<file path="src/rtl/tt_um_unload.sv">
// Weight readback: snapshots the ternary weight array and streams it out in chunks over valid/ready.
// Optional UNLOAD_CHECKSUM_EN appends a final beat carrying the XOR of all data chunks.
module tt_um_unload #(
    parameter int MAX_IN_LEN  = 14,
    parameter int MAX_OUT_LEN = 7,
    parameter int WIDTH       = 2,
    parameter int NUM_CHUNKS  = (WIDTH * MAX_IN_LEN * MAX_OUT_LEN) / MAX_IN_LEN,
    parameter int CNT_BITS    = $clog2(NUM_CHUNKS + 1)
) (
    input  logic                                     clk,
    input  logic                                     rst,
    input  logic                                     start,
    input  logic                                     abort,
    input  logic [WIDTH*MAX_IN_LEN*MAX_OUT_LEN-1:0]  weights_in,
    input  logic                                     out_ready,
    output logic [MAX_IN_LEN-1:0]                    out_data,
    output logic                                     out_valid,
    output logic                                     out_last,
    output logic                                     busy,
    output logic [CNT_BITS-1:0]                      beat_idx,
    output logic                                     done
);

    localparam int TOTAL_BITS = WIDTH * MAX_IN_LEN * MAX_OUT_LEN;

    localparam logic [0:0] S_IDLE = 1'b0;
    localparam logic [0:0] S_SEND = 1'b1;

`ifdef UNLOAD_CHECKSUM_EN
    localparam logic [CNT_BITS-1:0] LAST_IDX = CNT_BITS'(NUM_CHUNKS);
`else
    localparam logic [CNT_BITS-1:0] LAST_IDX = CNT_BITS'(NUM_CHUNKS - 1);
`endif

    logic [0:0]            state_q, state_d;
    logic [TOTAL_BITS-1:0] snap_q, snap_d;
    logic [CNT_BITS-1:0]   beat_q, beat_d;
    logic                  done_q, done_d;
    logic                  sending;
    logic                  at_last;

`ifdef UNLOAD_CHECKSUM_EN
    logic [MAX_IN_LEN-1:0] acc_q, acc_d;
`endif

    assign sending = (state_q == S_SEND);
    assign at_last = (beat_q == LAST_IDX);

    always_comb begin
        state_d = state_q;
        snap_d  = snap_q;
        beat_d  = beat_q;
        done_d  = 1'b0;
`ifdef UNLOAD_CHECKSUM_EN
        acc_d   = acc_q;
`endif
        case (state_q)
            S_IDLE: begin
                if (start && !abort) begin
                    snap_d  = weights_in;
                    beat_d  = '0;
                    state_d = S_SEND;
`ifdef UNLOAD_CHECKSUM_EN
                    acc_d   = '0;
`endif
                end
            end
            S_SEND: begin
                // abort takes priority over a transfer in the same cycle
                if (abort) begin
                    state_d = S_IDLE;
                    beat_d  = '0;
`ifdef UNLOAD_CHECKSUM_EN
                    acc_d   = '0;
`endif
                end else if (out_ready) begin
                    snap_d = snap_q >> MAX_IN_LEN;
                    beat_d = beat_q + CNT_BITS'(1);
`ifdef UNLOAD_CHECKSUM_EN
                    // snapshot is fully drained by the checksum beat, so XOR there adds zero
                    acc_d  = acc_q ^ snap_q[MAX_IN_LEN-1:0];
`endif
                    if (at_last) begin
                        state_d = S_IDLE;
                        beat_d  = '0;
                        done_d  = 1'b1;
                    end
                end
            end
            default: state_d = S_IDLE;
        endcase
    end

    always_ff @(posedge clk or posedge rst) begin
        if (rst) begin
            state_q <= S_IDLE;
            snap_q  <= '0;
            beat_q  <= '0;
            done_q  <= 1'b0;
        end else begin
            state_q <= state_d;
            snap_q  <= snap_d;
            beat_q  <= beat_d;
            done_q  <= done_d;
        end
    end

`ifdef UNLOAD_CHECKSUM_EN
    always_ff @(posedge clk or posedge rst) begin
        if (rst) begin
            acc_q <= '0;
        end else begin
            acc_q <= acc_d;
        end
    end
`endif

    always_comb begin
        out_data = '0;
        if (sending) begin
`ifdef UNLOAD_CHECKSUM_EN
            out_data = (beat_q == CNT_BITS'(NUM_CHUNKS)) ? acc_q : snap_q[MAX_IN_LEN-1:0];
`else
            out_data = snap_q[MAX_IN_LEN-1:0];
`endif
        end
    end

    assign out_valid = sending;
    assign busy      = sending;
    assign out_last  = sending && at_last;
    assign beat_idx  = beat_q;
    assign done      = done_q;

endmodule

</file>
<file path="config.mk">
export PLATFORM = sky130hd
export DESIGN_NAME = tt_um_unload
export DESIGN_NICKNAME = d
export VERILOG_FILES = /design/src/rtl/tt_um_unload.sv
export SDC_FILE = /design/constraint.sdc
export NUM_CORES = 1
export LEC_CHECK = 0
export CAP_MARGIN = 10
export CORE_ASPECT_RATIO = 1.75
export CORE_MARGIN = 4
export CORE_UTILIZATION = 30
export CTS_CLUSTER_SIZE = 28
export DETAILED_ROUTE_END_ITERATION = 10
export SLEW_MARGIN = 20
export SYNTH_ARGS = -nofsm -noshare
export SYNTH_HDL_FRONTEND = slang
export SYNTH_SLANG_ARGS = --single-unit
</file>
<file path="constraint.sdc">
create_clock -name clk -period 8.9 [get_ports clk]
set_input_delay 0.89 -clock clk [delete_from_list [all_inputs] [get_ports clk]]
set_output_delay 0.89 -clock clk [all_outputs]
set_load 0.005 [all_outputs]
</file>
# After elaboration in Yosys (flattened, before gate mapping)
# Cells that the tools add are included.
[word_totals]
out_inout_bits = 22
wordCells = 35
register_bits = 202
in_bits = 201
[classes]
n_reduce_logical = 5
bitwise_logic = 1
mux = 19
n_eq_ne = 5
addsub = 1
[op_table]
columns = ["cell", "n"]
rows = [
  ["$mux 196", 3],
  ["$pmux 196 s2", 1],
  ["$mux 4", 4],
  ["$mux 14", 1],
  ["$mux 1", 8],
  ["$pmux 4 s2", 1],
  ["$ne 2x2->1 const B", 3],
  ["$add 4x1->4 const B", 1],
  ["$eq 4x4->1 const B", 1],
  ["$ne 3x3->1 const B", 1],
  ["$reduce_and 3->1", 1],
  ["$logic_and 1x1->1", 2],
  ["$pmux 1 s2", 1],
  ["$reduce_and 2->1", 1],
  ["$logic_not 1->1", 1],
  ["$not 1->1", 1],
]

# Depth between registers and ports, before layout
# Gate-level depths: netlist of the first run.
[logic_depth]
ltp_word = 5
mapped_depth = 6
ltp_nobuf = 5

# Worst setup path before layout of the first run
# Ideal clock, no wire load.
[synth_timing]
kind = "reg2out"
from = "register state_q (netlist: busy)"
to = "output out_data[10]"
path_buffers = 3
arrival_time_ns = 1.118
stages_incl_launch_ff = 5
path_slack_ns = 6.892
t_required_ns = 8.010
cell_sequence = "dfrtp_1 -> buf_4 -> clkbuf_1 -> clkbuf_1 -> and2_1"
[synth_via]
elab_chain_len = 1
[synth_lines]
columns = ["element", "line", "text"]
rows = [
  ["from (decl)", "35", "logic [0:0] state_q, state_d;"],
  ["from (signal assigned)", "101", "state_q <= state_d;"],
  ["$mux 14", "120", "if (sending) begin"],
  ["to (decl)", "16", "output logic [MAX_IN_LEN-1:0] out_data,"],
]
# Every way passes these cells.

# Worst setup path after layout of the first run
[layout_timing]
from = "register state_q (netlist: busy)"
to = "output out_data[12]"
# Same word-level chain as after synthesis.

==> results of run 1 <==
-- metrics by stage --
stage | total power [uW] | hold slack [ps] | utilization
detailed placement | 2640 | 469 | 0.379
global route | 3820 | 497 | 0.402
finish | 3580 | 483 | 0.402
global placement | 2600 | 461 | 0.379
CTS | 3660 | 484 | 0.402
floorplan | 2270 | 452 | -
-- power by group --
group	internal (uW)	total (uW)	switching (uW)
combinational	672	975	304
clock	600	986	386
sequential	1350	1610	263
-- cells by family (layout without fill, tap and decap cells) --
| kind of cell | count (synthesis) | after routing | synth area share |
|---|---|---|---|
| AND/OR/NAND/NOR | 43 | 43 | 0.0260 |
| flip-flops | 202 | 202 | 0.506 |
| buffers and inverters | 51 | 273 | 0.0333 |
| adder cells (fa/ha/maj) | 2 | 2 | 0.00250 |
| multiplexers | 378 | 378 | 0.426 |
| AO/OA/AOI/OAI | 9 | 9 | 0.00651 |
-- area by class of cell --
type	instances	area share
clock buffers	30	0.0461
clock inverters	9	0.0123
inverters	5	0.00198
multi-input cells	432	0.348
flip-flops and latches	202	0.382
well taps	405	0.0383
repair buffers	229	0.172
-- registers in the layout (all words and copies together) (netlist names) --
name / cells
done: 1
beat_idx: 4
snap_q: 196
busy: 1
-- cells in the final DEF, fill, tap and decap left out, types with 2 or more instances in the layout --
| cell type | synthesis | layout |
|---|---|---|
| dfrtp_1 | 202 | 201 |
| nand3_1 | 5 | 5 |
| buf_4 | 23 | 7 |
| bufinv_16 | 0 | 4 |
| clkbuf_16 | 0 | 22 |
| o21ai_0 | 5 | 5 |
| nand2_1 | 3 | 3 |
| clkbuf_1 | 9 | 5 |
| mux2_1 | 37 | 37 |
| inv_1 | 5 | 4 |
| inv_8 | 0 | 2 |
| nor2b_1 | 15 | 15 |
| and2_1 | 14 | 14 |
| clkdlybuf4s50_1 | 0 | 222 |
| clkinv_2 | 0 | 3 |
| ha_1 | 2 | 2 |
| mux2_2 | 341 | 341 |
| clkbuf_8 | 0 | 3 |
-- worst max-delay path by stage --
stage	endpoint	start	slack, ps	cells after the start
2_1_floorplan	beat_idx[0]$_DFFE_PP0P_	rst	2500	1
3_3_place_gp	snap_q[52]$_DFFE_PP0P_	out_ready	5090	6
3_5_place_dp	snap_q[134]$_DFFE_PP0P_	out_ready	5070	6
4_1_cts	out_data[12]	busy$_DFF_PP0_	4800	3
5_1_grt	out_data[12]	busy$_DFF_PP0_	4660	3
6_report	out_data[12]	busy$_DFF_PP0_	4890	3
-- routing by layer --
| metal | GRT usage | vias up | routed length (um) |
|---|---|---|---|
| met5 | 0 | - | 0 |
| met4 | 0.0374 | 0 | 493 |
| met3 | 0.0287 | 27 | 1270 |
| met2 | 0.275 | 141 | 14400 |
| met1 | 0.153 | 2999 | 9770 |
| li1 | - | 2887 | - |
-- worst max-delay path, stage by stage (launching register included) --
cell and delay, ps:
dfrtp_4 1050, buf_4 770, and2_1 230, clkdlybuf4s50_1 500
==> impl_metrics.tcl, run 1 <==
set metrics [dict create \
    postCtsSetupRepairBufs 0 \
    syn_area_um2 9990 \
    hp-class "reg2reg" \
    synth-seq-cells 202 \
    cts_made_buffers 22 \
    post-dp-hpwl_mm 18.4 \
    setup_slack_ps 4890 \
    route.detailed.drc 0 \
    syn_nets 888 \
    synth_top_area_share 0.506 \
    cts_hold_buf 0 \
    fin_crit_sh 0.451 \
    relSlewSlack 0.276 \
    critPathKind "reg2out" \
    rr_endpoint "snap_q[134]$_DFFE_PP0P_" \
    grt_setup_unrepaired "false" \
    ir_worst_vdd_mv 0.221 \
    start_util 0.304 \
    finClkSkew_ps 21.0 \
    core-area_um2 32900 \
    whs_endpoint "snap_q[69]$_DFFE_PP0P_" \
    seq_area_frac_synth 0.506 \
    post-route-min-period_ps 4010 \
    gp_congestion 0.760 \
    grt_pass1_wl_mm 40.5 \
    dpl-instance-area_um2 12500 \
    drt-total-wl_mm 25.9 \
    final_area_um2 13200 \
    hp-start "snap_q[69]$_DFFE_PP0P_" \
    r2r_slack_ps 5290 \
    instances_no_fill 1312 \
    tritoncts "done" \
    ant_nets 0 \
    antenna_found_initial 0 \
    layout-drive-gt1-share 0.424 \
    multiInputGateArea_um2 4610 \
    nets 1095 \
    grt_util_all_layers 0.141 \
    fp-row-count 88 \
    start_kind "register" \
    clock_path_buffers 3 \
    ys_types 24 \
    insertion_delay_ps 520 \
    synth_common_cells "341 x mux2_2, 202 x dfrtp_1, 37 x mux2_1" \
    synthTopCellsByArea "dfrtp_1 51%, mux2_2 38%, mux2_1 4.2%" \
    vias 6054 \
    ys_async_sr_fraction 1.00 \
    grt_pass1_vias 6973 \
    clkTransAtPathRegs_ps 60 \
    drt_iter0_markers 112 \
    tns_ps 0 \
    dieArea_um2 36400 \
    grt_max_degree 84 \
    postSynthAreaPerCell_um2 14.6 \
    die_w_um 146 \
    setup_violations 0 \
    die_h_um 249 \
    r2r_start "busy$_DFF_PP0_" \
    cts_resized 0 \
    antenna_cells 0 \
    routedWlPerCell_um 19.7 \
    dp_slack_ps 5070 \
    synth-edff-count 0 \
    hold_viol 0 \
    areaGrowthSynthToFinish_pct 32.5 \
    cts-htree-levels 1 \
    port_buffers 222 \
    cts-root-buf "clkbuf_16" \
    crit_fanout 83 \
    yosysMostFrequentCell "mux2_2" \
    dr.pass1.iters 4 \
    viasPerCell 4.61 \
    timing.fmax_mhz 249 \
    tightest_slew_ps 1090 \
    cp.required_ps 8010 \
    status "completed" \
    rr_worst_depth 5 \
    dp.cells 1273 \
    synthCells 685 \
    worstPathArrival_ps 3120 \
    maxCapViolCount 0 \
    p_leak_uw 0.00533 \
    slew_viol_final 0 \
    io-pin-count 223 \
    endpoint_kind "primary output" \
    regArea_um2 5060 \
    yosys_warnings 0 \
    yosys_most_used_dff "dfrtp_1" \
    grt_overflow 0 \
    p_per_area_nw_per_um2 270 \
    min_path_cells 1 \
    fill_cells 3139 \
    yosysTopAreaCell "dfrtp_1" \
    clock-sinks 202 \
]
Note: power is estimated with default switching activity, not from simulation.
==> run 2, diff against run 1 <==
==> constraint.sdc (replaced) <==
create_clock -name clk -period 4 [get_ports clk]
set_input_delay 0.4 -clock clk [delete_from_list [all_inputs] [get_ports clk]]
set_output_delay 0.4 -clock clk [all_outputs]
set_load 0.005 [all_outputs]
==> impl_metrics.tcl, run 2 (same netlist as run 1, synthesis figures left out) <==
set metrics [dict create \
    critPathKind "reg2out" \
    p_total_uw 7660 \
    fin_crit_sh 0.790 \
    largest_reg_flops 196 \
    crit_family "buffers and inverters" \
    setup_violations 0 \
    insertion_delay_ps 510 \
    p_per_area_nw_per_um2 582 \
    tritoncts "done" \
    fill_cells 3131 \
    grt_max_degree 126 \
    cts_resized 0 \
    worstPathArrival_ps 2760 \
    r2r_start "busy$_DFF_PP0_" \
    rr_endpoint "snap_q[82]$_DFFE_PP0P_" \
    ir_worst_vdd_mv 0.338 \
    start_kind "register" \
    crit_slowest_cell "dfrtp_4" \
    nets 1094 \
    p_leak_uw 0.00527 \
    viasPerCell 4.64 \
    endpoint_kind "primary output" \
    status "completed" \
    ant_nets 0 \
    top_register "snap_q" \
    cts_hold_buf 0 \
    hold_viol 0 \
    rr_worst_depth 4 \
    antenna_found_initial 2 \
    layout-drive-gt1-share 0.418 \
    postCtsSetupRepairBufs 0 \
    fp-row-count 88 \
    cts-htree-levels 1 \
    cts_made_buffers 22 \
    drt-total-wl_mm 25.7 \
    dieArea_um2 36400 \
    hp-class "in2async" \
    cts-root-buf "clkbuf_16" \
    clkTransAtPathRegs_ps 60 \
    port_buffers 222 \
    cp.buffers_inverters 2 \
    worst-path-stages 3 \
    cp.required_ps 3600 \
    path_cells "buf_4 > and2_1 > clkdlybuf4s50_1" \
    tns_ps 0 \
    timing.critical_path.to "out_data[12]" \
    startpoint "busy$_DFF_PP0_" \
    max_stage_delay_ps 850 \
    clock_path_buffers 3 \
    final_area_um2 13200 \
    crit_fanout 61 \
    areaGrowthSynthToFinish_pct 31.7 \
    slew_viol_final 0 \
    post-route-util 0.400 \
    vias 6085 \
    route.detailed.drc 0 \
    maxCapViolCount 0 \
    grt_pass1_vias 6755 \
    r2r_slack_ps 1430 \
    die_h_um 249 \
    grt_pass1_wl_mm 40.0 \
    timing.fmax_mhz 317 \
    relSlewSlack 0.468 \
    tightest_slew_ps 798 \
    die_w_um 146 \
    grt_util_all_layers 0.139 \
    finClkSkew_ps 15.5 \
    drt_iter0_markers 172 \
    final_cell_mix "341 x mux2_2, 222 x clkdlybuf4s50_1, 201 x dfrtp_1" \
    layout_commonest_cell "mux2_2" \
    routedWlPerCell_um 19.6 \
    core-area_um2 32900 \
    post-route-min-period_ps 3160 \
    gp_congestion 0.706 \
    start_util 0.304 \
    dr.pass1.iters 4 \
    grt_setup_unrepaired "false" \
    grt_overflow 0 \
    io-pin-count 223 \
    post-dp-hpwl_mm 18.0 \
    clock-sinks 202 \
    dpl-instance-area_um2 12500 \
]
## run 2: changes by cell type in the layout (fill, tap and decap cells not counted)
cell        before  now
buf_4            7    2
buf_12           0    4
bufinv_16        4    0
clkbuf_1         5    9
clkbuf_8         3    1
diode_2          0    2
inv_8            2    0
clkbuf_16       22   23
clkinv_4         0    1
clkinv_8         1    0
clkinvlp_4       0    1
## run 2: power by group
part           leakage, uW  internal, uW  switching (uW)
clock network     0.000317          1070             839
registers          0.00242          3010             559
logic              0.00253          1500             684
## run 2: area by class of cell
| cell class | count | area, um^2 | share of cell area |
|---|---|---|---|
| Clock buffer | 33 | 623 | 0.0473 |
| Clock inverter | 4 | 23.8 | 0.00181 |
| Antenna cell | 2 | 5.00 | 0.000380 |
| Tap cell | 405 | 507 | 0.0385 |
| Inverter | 5 | 22.5 | 0.00171 |
| Timing Repair Buffer | 228 | 2320 | 0.176 |
| Multi-Input combinational cell | 432 | 4610 | 0.350 |
| Sequential cell | 202 | 5060 | 0.384 |
## run 2: metal layers
layer	routed length (um)	vias up	share of wire	GRT usage
met3	1260	32	0.049	0.0282
met1	9660	3023	0.38	0.153
li1	-	2882	-	-
met2	14300	148	0.56	0.267
met5	0	-	0	0
met4	474	0	0.018	0.0439
## run 2: how the worst min path moves through the flow
stage                       startpoint                      end  cells after the start  slack, ps
5_1_grt                            rst  snap_q[134]$_DFFE_PP0P_                      2        360
3_3_place_gp   snap_q[195]$_DFFE_PP0P_  snap_q[195]$_DFFE_PP0P_                      1        460
3_5_place_dp   snap_q[195]$_DFFE_PP0P_  snap_q[195]$_DFFE_PP0P_                      1        470
2_1_floorplan  snap_q[179]$_DFFE_PP0P_  snap_q[179]$_DFFE_PP0P_                      1        450
6_report                           rst  snap_q[134]$_DFFE_PP0P_                      2        310
4_1_cts                            rst  snap_q[134]$_DFFE_PP0P_                      2        310
## run 2: metrics by stage
| stage | hold slack [ps] | setup slack (ps) | instances |
|---|---|---|---|
| final | 311 | 842 | 1311 |
| after global routing | 356 | 649 | 1311 |
| after CTS | 313 | 766 | 1309 |
| after detailed placement | 470 | 1360 | 1272 |
| after global placement | 461 | 1360 | 1272 |
| after floorplan | 452 | 984 | 685 |
